### src/rtl/seg_pipe_accumulator_if.sv
// Term/result bundle for seg_pipe_accumulator.
//   in_valid/in_first/in_last/A_i : one signed term per cycle, framed by first/last
//   out/out_valid/out_count/out_ovf : registered frame result, pulsed once per frame
// master = term producer / result consumer, slave = accumulator.
interface seg_pipe_accumulator_if #(
  parameter int DATA_W = 24,
  parameter int CNT_W  = 8
);
  logic              in_valid;
  logic              in_first;
  logic              in_last;
  logic [DATA_W-1:0] A_i;
  logic [DATA_W-1:0] out;
  logic              out_valid;
  logic [CNT_W-1:0]  out_count;
  logic              out_ovf;

  modport master (
    output in_valid, in_first, in_last, A_i,
    input  out, out_valid, out_count, out_ovf
  );

  modport slave (
    input  in_valid, in_first, in_last, A_i,
    output out, out_valid, out_count, out_ovf
  );
endinterface

### src/rtl/seg_pipe_accumulator.sv
// Segment-pipelined signed frame accumulator.
// The DATA_W-bit add is cut into NSEG = DATA_W/SEG_W segments; stage k adds
// segment k of a term into accumulator segment k, one cycle after stage k-1,
// so the ripple carry crosses exactly one register per segment. A term
// presented in cycle t with in_last=1 produces its frame result in cycle
// t+NSEG. NSEG must be at least 2.
// Ports:
//   clk   : rising-edge clock
//   reset : asynchronous active-high reset, clears all state and outputs
//   bus   : slave side of seg_pipe_accumulator_if (terms in, results out)
module seg_pipe_accumulator #(
  parameter int DATA_W = 24,
  parameter int SEG_W  = 12,
  parameter int CNT_W  = 8
) (
  input  logic                   clk,
  input  logic                   reset,
  seg_pipe_accumulator_if.slave  bus
);

  localparam int NSEG = DATA_W / SEG_W;
  localparam int TOP  = NSEG - 1;

  // Per-stage view of the term currently in stage k. st_word carries the
  // already-summed lower segments below k and the raw operand from k upward.
  logic [DATA_W-1:0] st_word  [NSEG];
  logic              st_valid [NSEG];
  logic              st_first [NSEG];
  logic              st_last  [NSEG];
  logic              st_cin   [NSEG];
  logic [SEG_W-1:0]  st_sum   [NSEG];

  // Accumulator, one segment owned by each stage.
  logic [SEG_W-1:0]  acc_seg  [NSEG];

  // Skew registers between stage k and stage k+1.
  logic [DATA_W-1:0] sk_word  [NSEG-1];
  logic              sk_valid [NSEG-1];
  logic              sk_first [NSEG-1];
  logic              sk_last  [NSEG-1];
  logic              sk_carry [NSEG-1];

  // Frame bookkeeping held in the top stage.
  logic [CNT_W-1:0]  term_cnt;
  logic              ovf_flag;

  for (genvar k = 0; k < NSEG; k++) begin : g_stage
    logic [SEG_W-1:0]  acc_term;
    logic [SEG_W:0]    seg_total;
    logic [DATA_W-1:0] merged;

    if (k == 0) begin : g_entry
      // Framing markers only mean something on a valid slot.
      assign st_word[k]  = bus.A_i;
      assign st_valid[k] = bus.in_valid;
      assign st_first[k] = bus.in_valid & bus.in_first;
      assign st_last[k]  = bus.in_valid & bus.in_last;
      assign st_cin[k]   = 1'b0;
    end else begin : g_from_skew
      assign st_word[k]  = sk_word[k-1];
      assign st_valid[k] = sk_valid[k-1];
      assign st_first[k] = sk_first[k-1];
      assign st_last[k]  = sk_last[k-1];
      assign st_cin[k]   = sk_carry[k-1];
    end

    // A first term restarts the frame, so the old segment contributes zero.
    assign acc_term  = st_first[k] ? {SEG_W{1'b0}} : acc_seg[k];
    assign seg_total = {1'b0, st_word[k][k*SEG_W +: SEG_W]}
                     + {1'b0, acc_term}
                     + {{SEG_W{1'b0}}, st_cin[k]};
    assign st_sum[k] = seg_total[SEG_W-1:0];

    // Word handed onward: this stage's sum replaces its operand segment.
    always_comb begin
      merged = st_word[k];
      merged[k*SEG_W +: SEG_W] = st_sum[k];
    end

    // Accumulator segment advances only on valid slots; bubbles leave it alone.
    always_ff @(posedge clk or posedge reset) begin
      if (reset) begin
        acc_seg[k] <= {SEG_W{1'b0}};
      end else if (st_valid[k]) begin
        acc_seg[k] <= st_sum[k];
      end
    end

    if (k < TOP) begin : g_fwd
      // Skew register: moves the term, its tags and its carry to stage k+1.
      always_ff @(posedge clk or posedge reset) begin
        if (reset) begin
          sk_word[k]  <= {DATA_W{1'b0}};
          sk_valid[k] <= 1'b0;
          sk_first[k] <= 1'b0;
          sk_last[k]  <= 1'b0;
          sk_carry[k] <= 1'b0;
        end else begin
          sk_word[k]  <= merged;
          sk_valid[k] <= st_valid[k];
          sk_first[k] <= st_first[k];
          sk_last[k]  <= st_last[k];
          sk_carry[k] <= seg_total[SEG_W];
        end
      end
    end else begin : g_top
      logic             opnd_msb;
      logic             prev_msb;
      logic             res_msb;
      logic             ovf_term;
      logic             ovf_next;
      logic [CNT_W-1:0] cnt_next;
      logic             carry_unused;

      // Sum wraps modulo 2^DATA_W; the top carry-out has no consumer.
      assign carry_unused = seg_total[SEG_W];

      // Signed overflow: like-signed addends giving an opposite-signed result.
      assign opnd_msb = st_word[k][DATA_W-1];
      assign prev_msb = st_first[k] ? 1'b0 : acc_seg[k][SEG_W-1];
      assign res_msb  = st_sum[k][SEG_W-1];
      assign ovf_term = (opnd_msb == prev_msb) && (res_msb != opnd_msb);

      // Next term count (saturating) and sticky overflow for this term.
      always_comb begin
        cnt_next = term_cnt;
        ovf_next = ovf_flag;
        if (st_first[k]) begin
          cnt_next = {{(CNT_W-1){1'b0}}, 1'b1};
          ovf_next = ovf_term;
        end else if (&term_cnt) begin
          cnt_next = term_cnt;
          ovf_next = ovf_flag | ovf_term;
        end else begin
          cnt_next = term_cnt + {{(CNT_W-1){1'b0}}, 1'b1};
          ovf_next = ovf_flag | ovf_term;
        end
      end

      // Frame state and registered result; out holds between results.
      always_ff @(posedge clk or posedge reset) begin
        if (reset) begin
          term_cnt      <= {CNT_W{1'b0}};
          ovf_flag      <= 1'b0;
          bus.out       <= {DATA_W{1'b0}};
          bus.out_valid <= 1'b0;
          bus.out_count <= {CNT_W{1'b0}};
          bus.out_ovf   <= 1'b0;
        end else begin
          bus.out_valid <= st_valid[k] & st_last[k];
          if (st_valid[k]) begin
            term_cnt <= cnt_next;
            ovf_flag <= ovf_next;
          end
          if (st_valid[k] && st_last[k]) begin
            bus.out       <= merged;
            bus.out_count <= cnt_next;
            bus.out_ovf   <= ovf_next;
          end
        end
      end
    end
  end

endmodule

### src/flat_wrapper.sv
// flat-port wrapper written by rule: the top's interface ports become plain ports
module seg_pipe_accumulator_flat 
#(
  parameter int DATA_W = 24,
  parameter int SEG_W  = 12,
  parameter int CNT_W  = 8
)
  (clk, reset, bus_in_valid, bus_in_first, bus_in_last, bus_A_i, bus_out, bus_out_valid, bus_out_count, bus_out_ovf);
  seg_pipe_accumulator_if #(.DATA_W(DATA_W), .CNT_W(CNT_W)) bus_i ();
  input  logic clk;
  input  logic reset;
  input wire logic [$bits(bus_i.in_valid)-1:0] bus_in_valid;
  input wire logic [$bits(bus_i.in_first)-1:0] bus_in_first;
  input wire logic [$bits(bus_i.in_last)-1:0] bus_in_last;
  input wire logic [$bits(bus_i.A_i)-1:0] bus_A_i;
  output wire logic [$bits(bus_i.out)-1:0] bus_out;
  output wire logic [$bits(bus_i.out_valid)-1:0] bus_out_valid;
  output wire logic [$bits(bus_i.out_count)-1:0] bus_out_count;
  output wire logic [$bits(bus_i.out_ovf)-1:0] bus_out_ovf;
  assign bus_i.in_valid = bus_in_valid;
  assign bus_i.in_first = bus_in_first;
  assign bus_i.in_last = bus_in_last;
  assign bus_i.A_i = bus_A_i;
  assign bus_out = bus_i.out;
  assign bus_out_valid = bus_i.out_valid;
  assign bus_out_count = bus_i.out_count;
  assign bus_out_ovf = bus_i.out_ovf;
  seg_pipe_accumulator #(.DATA_W(DATA_W), .SEG_W(SEG_W), .CNT_W(CNT_W)) u_core (.clk(clk), .reset(reset), .bus(bus_i));
endmodule
### config.mk
export PLATFORM = sky130hd
export DESIGN_NAME = seg_pipe_accumulator_flat
export DESIGN_NICKNAME = d
export VERILOG_FILES = /design/src/rtl/seg_pipe_accumulator_if.sv /design/src/rtl/seg_pipe_accumulator.sv /design/src/flat_wrapper.sv
export SDC_FILE = /design/constraint.sdc
export NUM_CORES = 1
export LEC_CHECK = 0
export ABC_AREA = 1
export CORE_ASPECT_RATIO = 1.75
export CORE_MARGIN = 5
export CORE_UTILIZATION = 55
export DETAILED_ROUTE_END_ITERATION = 8
export DONT_BUFFER_PORTS = 1
export HOLD_SLACK_MARGIN = 0.12
export PLACE_DENSITY_LB_ADDON = 0.2
export SLEW_MARGIN = 0
export SYNTH_ARGS = -nofsm -noshare
export SYNTH_HDL_FRONTEND = slang
export SYNTH_SLANG_ARGS = --single-unit
### constraint.sdc
create_clock -name clk -period 3.6 [get_ports clk]
set_clock_uncertainty 0.05 [all_clocks]
set_input_delay 0.36 -clock clk [delete_from_list [all_inputs] [get_ports clk]]
set_output_delay 0.36 -clock clk [all_outputs]
set_load 0.005 [all_outputs]
==> run metrics <==
global-route wire length before repair 17.2 mm; standard cell core area 0.00861 mm2; maximum count of clock buffers along a single path 2; number of different library cells in the post-synthesis netlist 32; fmax 0.388 GHz; I/O Pins 63; slowest library cell on the worst path dfrtp_1; Hold/Removal Path Class in2reg; cell breakdown of the critical path nor2_1 -> fa_1 -> fa_1 -> nand3_1 -> nand2_1 -> nand4_1 -> nand3b_1 -> nand3_1 -> o21ai_0; synthesis-stage register bit count 95; total wire length 10.1 mm; status finished, final reports clean; fraction of layout instances using a drive strength above 1 0.0603; total buffers and inverters traversed by the critical path 0; H-tree Lvls 3; sum of negative setup slack 0 ps; Final HPWL DP 7.50 mm; DIE WIDTH 80.4 um; Post-Route Hold Slack 127 ps; DRT antenna net count 0; GRT Overall Usage 0.207; number of cell rows 45; post-synthesis sequential area ratio 0.498; # nets final 647; Worst Hold Depth 2; number of sinks handled by clock tree synthesis 95; standby leakage power 2.79 nW; setup violation total in the final timing report 0; DIE AREA 0.0107 mm2; crit-path max FO 15; FF-to-FF path depth 9; number of buffers created by CTS 9; capturing element type of the critical path flop; endpoints failing hold 0; WS Path Type reg2reg; count of max-cap constraint violations 0; clock-pin slew of the registers on the worst-case setup and hold paths 70 ps; net count after synthesis 631; total cell area at the placement stage 0.00489 mm2; period utilisation layout 0.716; worst-skew pair later-pin latency 340 ps; Area growth syn-to-layout 12.2%; height of the die 133 um; DP Worst Slack 1040 ps; Setup crit start kind flop; Initial Util 0.554; Peak supply drop 0.405 mV; most common cell after layout, fill and taps aside nand2_1; input/output buffers 0; pin count of the biggest net entering global routing 42; DRT iter0 DRCs 174; min Tclk post-route 2580 ps; drt via density 5.23; largest incremental delay on the critical path 690 ps; unrepaired setup endpoints after global routing no; TritonCTS clock tree done; kind of cell with the highest combined delay on the critical path adder cells; iteration count of the initial detailed-routing pass 4; wire per inst 14.2 um; cell area after synthesis 0.00478 mm2; weighted congestion at the end of routability-driven global placement 0.901; Post-Synthesis Mean Instance Area 8.29 um2; pins over their slew limit 0; Yosys warning total 0; summed area of non-filler cells in the final layout 0.00536 mm2; Syn Inst Count 576; minimum setup slack in the final design 1020 ps; Crit path required time 3740 ps; Worst EP arrival 2720 ps; DRC violations left 0; max_slew headroom 0.468; most used cells in the layout excluding fill and tap cells 179 x nand2_1, 95 x dfrtp_1, 61 x inv_1; clock root cell clkbuf_16; antenna violations before repair 0; number of global-route vias before repair 3823; antenna cells 0; utilization of the core after routing 0.622; pin slew with the least headroom to its limit 793 ps; CP Depth 9; P per Cell Area 736 mW/mm2; number of vias in the routed layout 3737; total congestion overflow after global routing 0
area by class of cell:
class / count / area, um2
fill: 735 / 3260
sequential: 95 / 2380
multi-input combinational: 401 / 2090
inverter: 66 / 250
clock buffer: 11 / 243
timing repair buffer: 19 / 183
tap: 117 / 146
clock inverter: 5 / 63.8
cells by family (layout without fill, tap and decap cells):
logic type                 after synthesis  count (layout)  share of synthesized area
adders and majority gates               26              26                     0.0728
buffers and inverters                   80             101                     0.0639
xor gates and xnor gates                13              13                     0.0254
DFF                                     95              95                      0.498
AOI/OAI and AO/OA                       65              65                     0.0741
and+or+nand+nor                        297             297                      0.266
registers in the layout, indices dropped and copies added, names as in the netlist:
name                  flops
u_core.acc_seg           24
u_core.bus.out           24
u_core.bus.out_count      8
u_core.bus.out_ovf        1
u_core.bus.out_valid      1
u_core.ovf_flag           1
u_core.sk_carry           1
u_core.sk_first           1
u_core.sk_last            1
u_core.sk_valid           1
u_core.sk_word           24
u_core.term_cnt           8
layer usage:
layer	wire [um]	vias to the layer above	GRT usage
li1	-	1867	-
met3	464	26	0.0568
met4	428	0	0.115
met1	3750	1753	0.216
met5	0	-	0
met2	5500	91	0.366
cell usage after synthesis, drive strengths merged:
library cell | instances | area share
a31o | 1 | 0.0018
ha | 23 | 0.060
nand2 | 183 | 0.15
dfrtp | 95 | 0.50
a21o | 1 | 0.0016
a31oi | 1 | 0.0013
nand3 | 47 | 0.051
clkbuf | 10 | 0.0079
xor2 | 7 | 0.014
and2 | 3 | 0.0039
inv | 65 | 0.051
buf | 4 | 0.0042
nor2 | 50 | 0.042
o21bai | 3 | 0.0047
o211ai | 1 | 0.0016
nand4 | 10 | 0.016
o21ai | 43 | 0.047
clkinv | 1 | 0.00079
a21oi | 15 | 0.017
xnor2 | 6 | 0.011
nand3b | 3 | 0.0047
fa | 3 | 0.013
or2 | 1 | 0.0013
where the power goes:
part	switching, W	internal (W)	total, W
registers	0.000216	0.00142	0.00164
clock network	0.000402	0.000563	0.000965
logic	0.000824	0.000514	0.00134
through the flow:
stage	instances	power, W
final	714	0.00394
after global routing	714	0.00426
after CTS	714	0.00398
after detailed placement	682	0.00298
after global placement	682	0.00293
after floorplan	576	0.00267
timing repair:
item / in CTS / in global routing
endpoints found under the hold margin: 42 / 0
resized for setup: 0 / 0
buffers inserted: 0 / 0
hold buffers: 16 / 0
final timing paths:
| check | start | end | slack [ps] |
|---|---|---|---|
| worst max-delay path | u_core.sk_first | u_core.acc_seg[8] | 1020 |
| worst min-delay path | bus_in_valid | u_core.acc_seg[23] | 130 |
| worst max register to register | u_core.sk_first | u_core.acc_seg[8] | 1020 |
| worst min register to register | u_core.sk_word[2] | u_core.bus.out[2] | 390 |
| max in group asynchronous | reset | u_core.sk_word[16] | 2380 |
| min in group asynchronous | reset | u_core.acc_seg[22] | 360 |
Power figures use the tool's default switching activity.
